`config.mk`:
```
export PLATFORM = sky130hd
export DESIGN_NAME = sump_cmd_seq
export DESIGN_NICKNAME = d
export VERILOG_FILES = /design/src/rtl/sump_cmd_seq.sv
export SDC_FILE = /design/constraint.sdc
export NUM_CORES = 1
export LEC_CHECK = 0
export ABC_CLOCK_PERIOD_IN_PS = 5400
export BUFFER_PORTS_ARGS = -buffer_cell sky130_fd_sc_hd__buf_2
export CORE_MARGIN = 4
export CORE_UTILIZATION = 40
export DETAILED_ROUTE_END_ITERATION = 12
export PLACE_DENSITY = 0.58
export SETUP_SLACK_MARGIN = 0.2
export SYNTH_ARGS = -nofsm -noshare
export SYNTH_HDL_FRONTEND = slang
export SYNTH_SLANG_ARGS = --single-unit
```
`constraint.sdc`:
```
create_clock -name clk_i -period 5.4 [get_ports clk_i]
set_input_delay 0.54 -clock clk_i [delete_from_list [all_inputs] [get_ports clk_i]]
set_output_delay 0.54 -clock clk_i [all_outputs]
set_load 0.005 [all_outputs]
```
`src/rtl/sump_cmd_seq.sv`:
```
// SUMP command sequencer: assembles short (1-byte) and long (opcode + 32-bit LE data) commands
// from the UART byte stream and emits one strobe per complete command.
module sump_cmd_seq #(
    parameter int unsigned TIMEOUT_CYC = 100000
) (
    input  logic        clk_i,
    input  logic        rst_in,
    input  logic        rx_stb_i,
    input  logic [7:0]  rx_dat_i,
    output logic        stb_o,
    output logic [7:0]  opc_o,
    output logic [31:0] dat_o,
    output logic        busy_o,
    output logic        err_o
);

    localparam int unsigned CntW = (TIMEOUT_CYC > 0) ? $clog2(TIMEOUT_CYC + 1) : 1;
    localparam logic [CntW-1:0] CntLast = (TIMEOUT_CYC > 0) ? CntW'(TIMEOUT_CYC - 1) : '0;
    localparam logic [CntW-1:0] CntMax  = '1;

    localparam logic [1:0] StIdle = 2'd0;
    localparam logic [1:0] StData = 2'd1;
    localparam logic [1:0] StEmit = 2'd2;

    logic [1:0]      state_q, state_d;
    logic [1:0]      idx_q, idx_d;
    logic [CntW-1:0] cnt_q, cnt_d;
    logic [7:0]      opc_buf_q, opc_buf_d;
    logic [31:0]     dat_buf_q, dat_buf_d;
    logic [7:0]      opc_q, opc_d;
    logic [31:0]     dat_q, dat_d;
    logic            err_q, err_d;

    always_comb begin
        state_d   = state_q;
        idx_d     = idx_q;
        cnt_d     = cnt_q;
        opc_buf_d = opc_buf_q;
        dat_buf_d = dat_buf_q;
        opc_d     = opc_q;
        dat_d     = dat_q;
        err_d     = 1'b0;

        case (state_q)
            // EMIT lasts one cycle but still accepts a byte, so back-to-back commands work.
            StIdle, StEmit: begin
                state_d = StIdle;
                if (rx_stb_i) begin
                    if (rx_dat_i[7]) begin
                        opc_buf_d = rx_dat_i;
                        idx_d     = 2'd0;
                        cnt_d     = '0;
                        state_d   = StData;
                    end else begin
                        opc_d   = rx_dat_i;
                        dat_d   = 32'h0;
                        state_d = StEmit;
                    end
                end
            end
            StData: begin
                if (rx_stb_i) begin
                    dat_buf_d[{idx_q, 3'b000} +: 8] = rx_dat_i;
                    idx_d = idx_q + 2'd1;
                    cnt_d = '0;
                    if (idx_q == 2'd3) begin
                        opc_d   = opc_buf_q;
                        dat_d   = {rx_dat_i, dat_buf_q[23:0]};
                        state_d = StEmit;
                    end
                end else if (TIMEOUT_CYC != 0) begin
                    if (cnt_q == CntLast) begin
                        state_d = StIdle;
                        err_d   = 1'b1;
                    end else if (cnt_q != CntMax) begin
                        cnt_d = cnt_q + 1'b1;
                    end
                end
            end
            default: state_d = StIdle;
        endcase
    end

    always_ff @(posedge clk_i) begin
        if (!rst_in) begin
            state_q   <= StIdle;
            idx_q     <= 2'd0;
            cnt_q     <= '0;
            opc_buf_q <= 8'h00;
            dat_buf_q <= 32'h0;
            opc_q     <= 8'h00;
            dat_q     <= 32'h0;
            err_q     <= 1'b0;
        end else begin
            state_q   <= state_d;
            idx_q     <= idx_d;
            cnt_q     <= cnt_d;
            opc_buf_q <= opc_buf_d;
            dat_buf_q <= dat_buf_d;
            opc_q     <= opc_d;
            dat_q     <= dat_d;
            err_q     <= err_d;
        end
    end

    assign stb_o  = (state_q == StEmit);
    assign busy_o = (state_q == StData);
    assign opc_o  = opc_q;
    assign dat_o  = dat_q;
    assign err_o  = err_q;

endmodule

```
# --- Word-level counts from Yosys, hierarchy flattened ---
# Cells that the tools add are included.
op_classes:
  addsub: 3
  n_mul: 0
  div_mod_pow: 0
  magnitude_cmp: 0
  eq_ne: 14
  shift: 2
  n_mux: 28
  bitwise_logic: 2
  reduce_logical: 10
op_table:
  columns: ["cell", "n"]
  rows:
  - ["$mux W32", 4]
  - ["$mux W17", 5]
  - ["$pmux W32 S2", 1]
  - ["$pmux W17 S2", 1]
  - ["$bwmux W32", 1]
  - ["$mux W8", 4]
  - ["$shift A8 B7 Y32 const A", 1]
  - ["$shiftx A8 B7 Y32", 1]
  - ["$add A17 B1 Y17 const B", 1]
  - ["$eq A17 B17 Y1 const B", 1]
  - ["$ne A17 B17 Y1 const B", 1]
  - ["$mux W2", 8]
  - ["$pmux W8 S2", 1]
  - ["$reduce_and A5 Y1", 2]
  - ["$ne A3 B2 Y1 const B", 3]
  - ["$ne A2 B2 Y1 const B", 4]
  - ["$pmux W2 S2", 2]
  - ["$neg A5 Y7", 1]
  - ["$eq A2 B2 Y1 const B", 2]
  - ["$reduce_and A2 Y1", 2]
  - ["$reduce_and A4 Y1", 1]
  - ["$ne A3 B3 Y1 const B", 1]
  - ["$reduce_and A3 Y1", 1]
  - ["$reduce_or A3 Y1", 1]
  - ["other kinds (8)", 9]
totals:
  register_bits: 102
  latchBits: 0
  ramBits: 0
  romBits: 0
  input_bits: 11
  out_inout_bits: 43
  word_cells: 67
  memories: 0

# --- Logic depth before layout (Yosys ltp) ---
logic_depth:
  word_depth: 5
  ltp_mapped: 11
  ltp_nobuf: 10

# --- Worst setup path after synthesis ---
# No wires, ideal clock.
synth_path:
  path_type: "register to register"
  startpoint: "register cnt_q[0]"
  endpoint: "register cnt_q[14]"
  setup_ns: 0.069
  arrival_time_ns: 2.110
  required_ns: 5.331
  path_slack_ns: 3.221
  stages_incl_launch_ff: 12
  n_path_buf: 1
  period_less_slack_ns: 2.179
  path_cell_list: "dfxtp_1 ha_1 nand3_1 nor2_1 nand2_1 nor2_1 ha_1 nand2b_2 or3_1 buf_4 or3_1 o21ai_1"
synth_between:
  elab_chain_cells: 5
  elab_cells_between_ends: 10
  classes_between: "1 x add/sub; 4 x eq/ne; 4 x mux; 1 x reduce/logical"
synth_lines:
  columns: ["element", "line", "rtl"]
  rows:
  - ["from (decl)", "27", "logic [CntW-1:0] cnt_q, cnt_d;"]
  - ["from (signal assigned)", "97", "cnt_q <= cnt_d;"]
  - ["$add A17 B1 Y17", "76", "cnt_d = cnt_q + 1'b1;"]
  - ["$mux W17", "75", "end else if (cnt_q != CntMax) begin"]
  - ["$mux W17", "72", "if (cnt_q == CntLast) begin"]
  - ["$mux W17", "62", "if (rx_stb_i) begin"]
  - ["$pmux W17 S2", "44", "case (state_q)"]
# Several ways; a longest one is shown, not always the timed one. The select of a mux whose other input is x is not followed.
# A chain may end at the register's enable or synchronous reset.

# --- Worst setup path in the final report ---
layout_path:
  startpoint: "register state_q[0]"
  endpoint: "register cnt_q[11]"
layout_between:
  elab_chain_cells: 4
  elab_cells_between_ends: 11
  classes_between: "6 x eq/ne; 1 x mux; 4 x reduce/logical"
layout_lines:
  columns: ["element", "line", "rtl"]
  rows:
  - ["from (decl)", "25", "logic [1:0] state_q, state_d;"]
  - ["from (signal assigned)", "86", "state_q <= StIdle;"]
  - ["from (signal assigned)", "95", "state_q <= state_d;"]
  - ["$eq A2 B2 Y1 or $logic_not A2 Y1 (tied branches)", "44", null]
  - ["$reduce_or A2 Y1", "44", null]
  - ["$ne A2 B2 Y1 (no source line) or $reduce_bool A2 Y1 (tied branches)", null, null]
  - ["$reduce_and A5 Y1 (no source line)", null, null]
# Several ways; a longest one is shown, not always the timed one.

==> results.md <==
* Status: complete, no violations
* Max Cap Viol at 0
* Layout Area Growth over Synthesis at 13.1%
* Setup Fix Bufs, Post-CTS at 0
* Most common flop cell mapped by yosys: dfxtp_1
* Synth top area cells: dfxtp_1 48%, nand2_1 9.4%, nand3_1 9.1%, a21oi_1 8.1%, ha_1 2.2%
* Die Span Y at 107 um
* Post-synth EDFFs at 0
* Finished layout cell area at 4420 um2
* Crit path DAT at about 2900 ps
* Most frequent cell after synthesis: nand2_1
* WP data required at 5650 ps
* Antenna diodes at 0
* DR iter-0 viols at 206
* RSZ-0062 raised after global routing: no
* Reg2Reg Depth at 6
* Critical Path End Type: flop
* Synth warn at 0
* Clk_skew at 10.7 ps
* Min-Delay Path Class: reg -> reg
* Die footprint at 11,400 um2
* Drt first pass iters at 5
* Measured slew at the worst slew-check pin at 1010 ps
* Placed cell area at 4220 um2
* Async S/R FF share, synth at 0%
* Netlist Area Pre-Place at 3910 um2
* Hold Path End: dat_o[12]
* Slew headroom at 32.5%
* Rows at 35
* Slew Viols, Final at 0
* Vias per Instance at 5.23
* FF-to-FF End: cnt_q[11]
* DRT Wirelength at approximately 9400 um
* Fmax at 375 MHz
* GRT Residual Overflow at 0
* CTS H-tree depth at 3
* Final Instance Count excl. Fillers at between 600 and 700
* Post-route setup TNS at 0 ps
* Largest net degree at the start of global routing at 68
* Clock net sink count at 94
* Clock latency on the worst-skew pair at about 360 ps
* IO buf count at 53
* Leakage power at 0.00161 uW
* R2R setup slack at between 2000 and 3000 ps
* RD Place Congestion at 0.852
* TritonCTS Buffers at 9
* Top cells by count, synth: 98 x nand2_1, 94 x dfxtp_1, 71 x nand3_1, 63 x a21oi_1, 19 x nor2_1
* # placed instances at about 630
* Filler Cells Inserted at 1,001
* VDD IR max at about 0.00014 V
* Post-detail-place hpwl at 6280 um
* Core Region at around 9400 um2
* Unique masters post-synth at 46
* Vias in the first global route at 3,173
* CP peak stage delay at 700 ps
* Routed vias at 3,391
* Hold_sp: dat_o[12]
* Yosys reg bits at 94
* Tmin final at 2670 ps
* Syn_nets at 496
* Post-CTS sizing at 0
* Die X at 107 um
* Mean Syn Cell Area at 8.18 um2
* Root Buffer: clkbuf_8
* First-pass GRT wire length at 15,700 um
* WL/cell at 14.5 um
* Share of layout cells above drive strength 1 at 15.2%
* Setup crit start kind: flop
* Sequential area share after synthesis at about half
* Remaining antenna violation count after routing at 0
* RR Startpoint: state_q[0]
* Clock tree buffer depth at 2
* Top-area cell type share of the netlist area at 48.1%
* Final Power at between 1000 and 1500 uW
* Fin crit share at 49.4%
* Top-Level Pins at 54
* Fin nets at 532
* Hold path depth at 2
* Setup violators final at 0
* WS Path Type: reg -> reg
* Pwr dens at 290 nW/um2
* Hold buffers post-CTS at 0
* Crit Path Max Fanout at between 50 and 60
* Hold Vio Cnt, Final at 0
* Initial antenna violation count at 0
* CP Cell Sequence: nand2b_1 > inv_4 > nand2_2 > nor3_1 > nand2_1 > o41ai_1
* Total GRT Usage at 17.0%
* CP max-delay cell: nor3_1
* Cell taking the most area after synthesis: dfxtp_1
* Post-Synthesis Cells at 478
* CTS tree: built
* Clock transition at path regs at 90 ps
* DRC Markers at 0
* Initial core utilization at 41.7%
==> final cells by class <==
| type | instances | area [um2] | share of cell area, % |
|---|---|---|---|
| flip-flops and latches | 94 | 1880 | 42.5 |
| multi-input cells | 348 | 1870 | 42.2 |
| repair buffers | 56 | 288 | 6.50 |
| well taps | 129 | 161 | 3.65 |
| clock buffers | 11 | 141 | 3.20 |
| clock inverters | 5 | 63.8 | 1.44 |
| inverters | 5 | 21.3 | 0.481 |
==> logic make-up after synthesis <==
group	share of synthesized area, %
simple gates	27.5
compound gates	17.6
flops	48.1
buf+inv	4.25
fa+ha+maj	2.24
mux	0.256
==> metal layers <==
| layer | up-vias | wire [um] | share of wire (%) | global-route usage [%] |
|---|---|---|---|---|
| met5 | - | 0 | 0 | 0 |
| met4 | 0 | 119 | 1.3 | 5.48 |
| met3 | 9 | 552 | 5.9 | 3.91 |
| met2 | 86 | 4330 | 46 | 26.4 |
| met1 | 1542 | 4420 | 47 | 23.3 |
| li1 | 1754 | - | - | - |
==> stage by stage <==
stage / utilization (%) / hold WS, ps / setup slack, ps
after floorplan: - / 432 / 3220
after global placement: 45.0 / 436 / 2880
after detailed placement: 45.0 / 441 / 2730
after CTS: 47.2 / 453 / 2730
after global routing: 47.2 / 466 / 2390
final: 47.2 / 450 / 2730
==> worst max-delay path by stage <==
stage                     from        end  slack, ps  depth (start not counted)
floorplan             cnt_q[0]  cnt_q[14]       3220                         11
global placement    state_q[0]   opc_o[2]       2880                          7
detailed placement  state_q[0]   opc_o[5]       2730                          7
CTS                 state_q[0]   opc_o[0]       2730                          7
global route        state_q[0]   opc_o[4]       2390                          7
finish              state_q[0]  cnt_q[11]       2730                          6
==> flip-flops by register name (all words and copies together), names as in the netlist <==
name and cells:
opc_o 8, err_o 1, idx_q 2, cnt_q 17, dat_buf_q 24, dat_o 32
state_q 2, opc_buf_q 8
==> critical path, delay by kind of cell (launching register included) <==
family | cells | cell delay, ps
AND/OR/NAND/NOR | 4 | 1400
buffers and inverters | 1 | 480
flip-flops | 1 | 380
AO/OA/AOI/OAI | 1 | 280
==> placed cells by master, fill, tap and decap left out, types with 4 or more instances in the layout <==
master    instances
a21boi_0          8
a21oi_1          63
a311oi_1          7
and3_1            6
buf_2            53
clkbuf_8         10
dfxtp_1          94
ha_1              7
nand2_1          98
nand3_1          71
nor2_1           19
nor2b_1           4
nor3b_1           4
o21ai_0           7
o21ai_1           9
o31ai_1           6
==> power by group <==
group	leakage [uW]	internal (uW)	total [uW]	switching, uW
Sequential	0.000760	703	709	6.04
Combinational	0.000746	24.5	90.1	65.6
Clock	0.000101	232	485	253
Power figures use the tool's default switching activity.
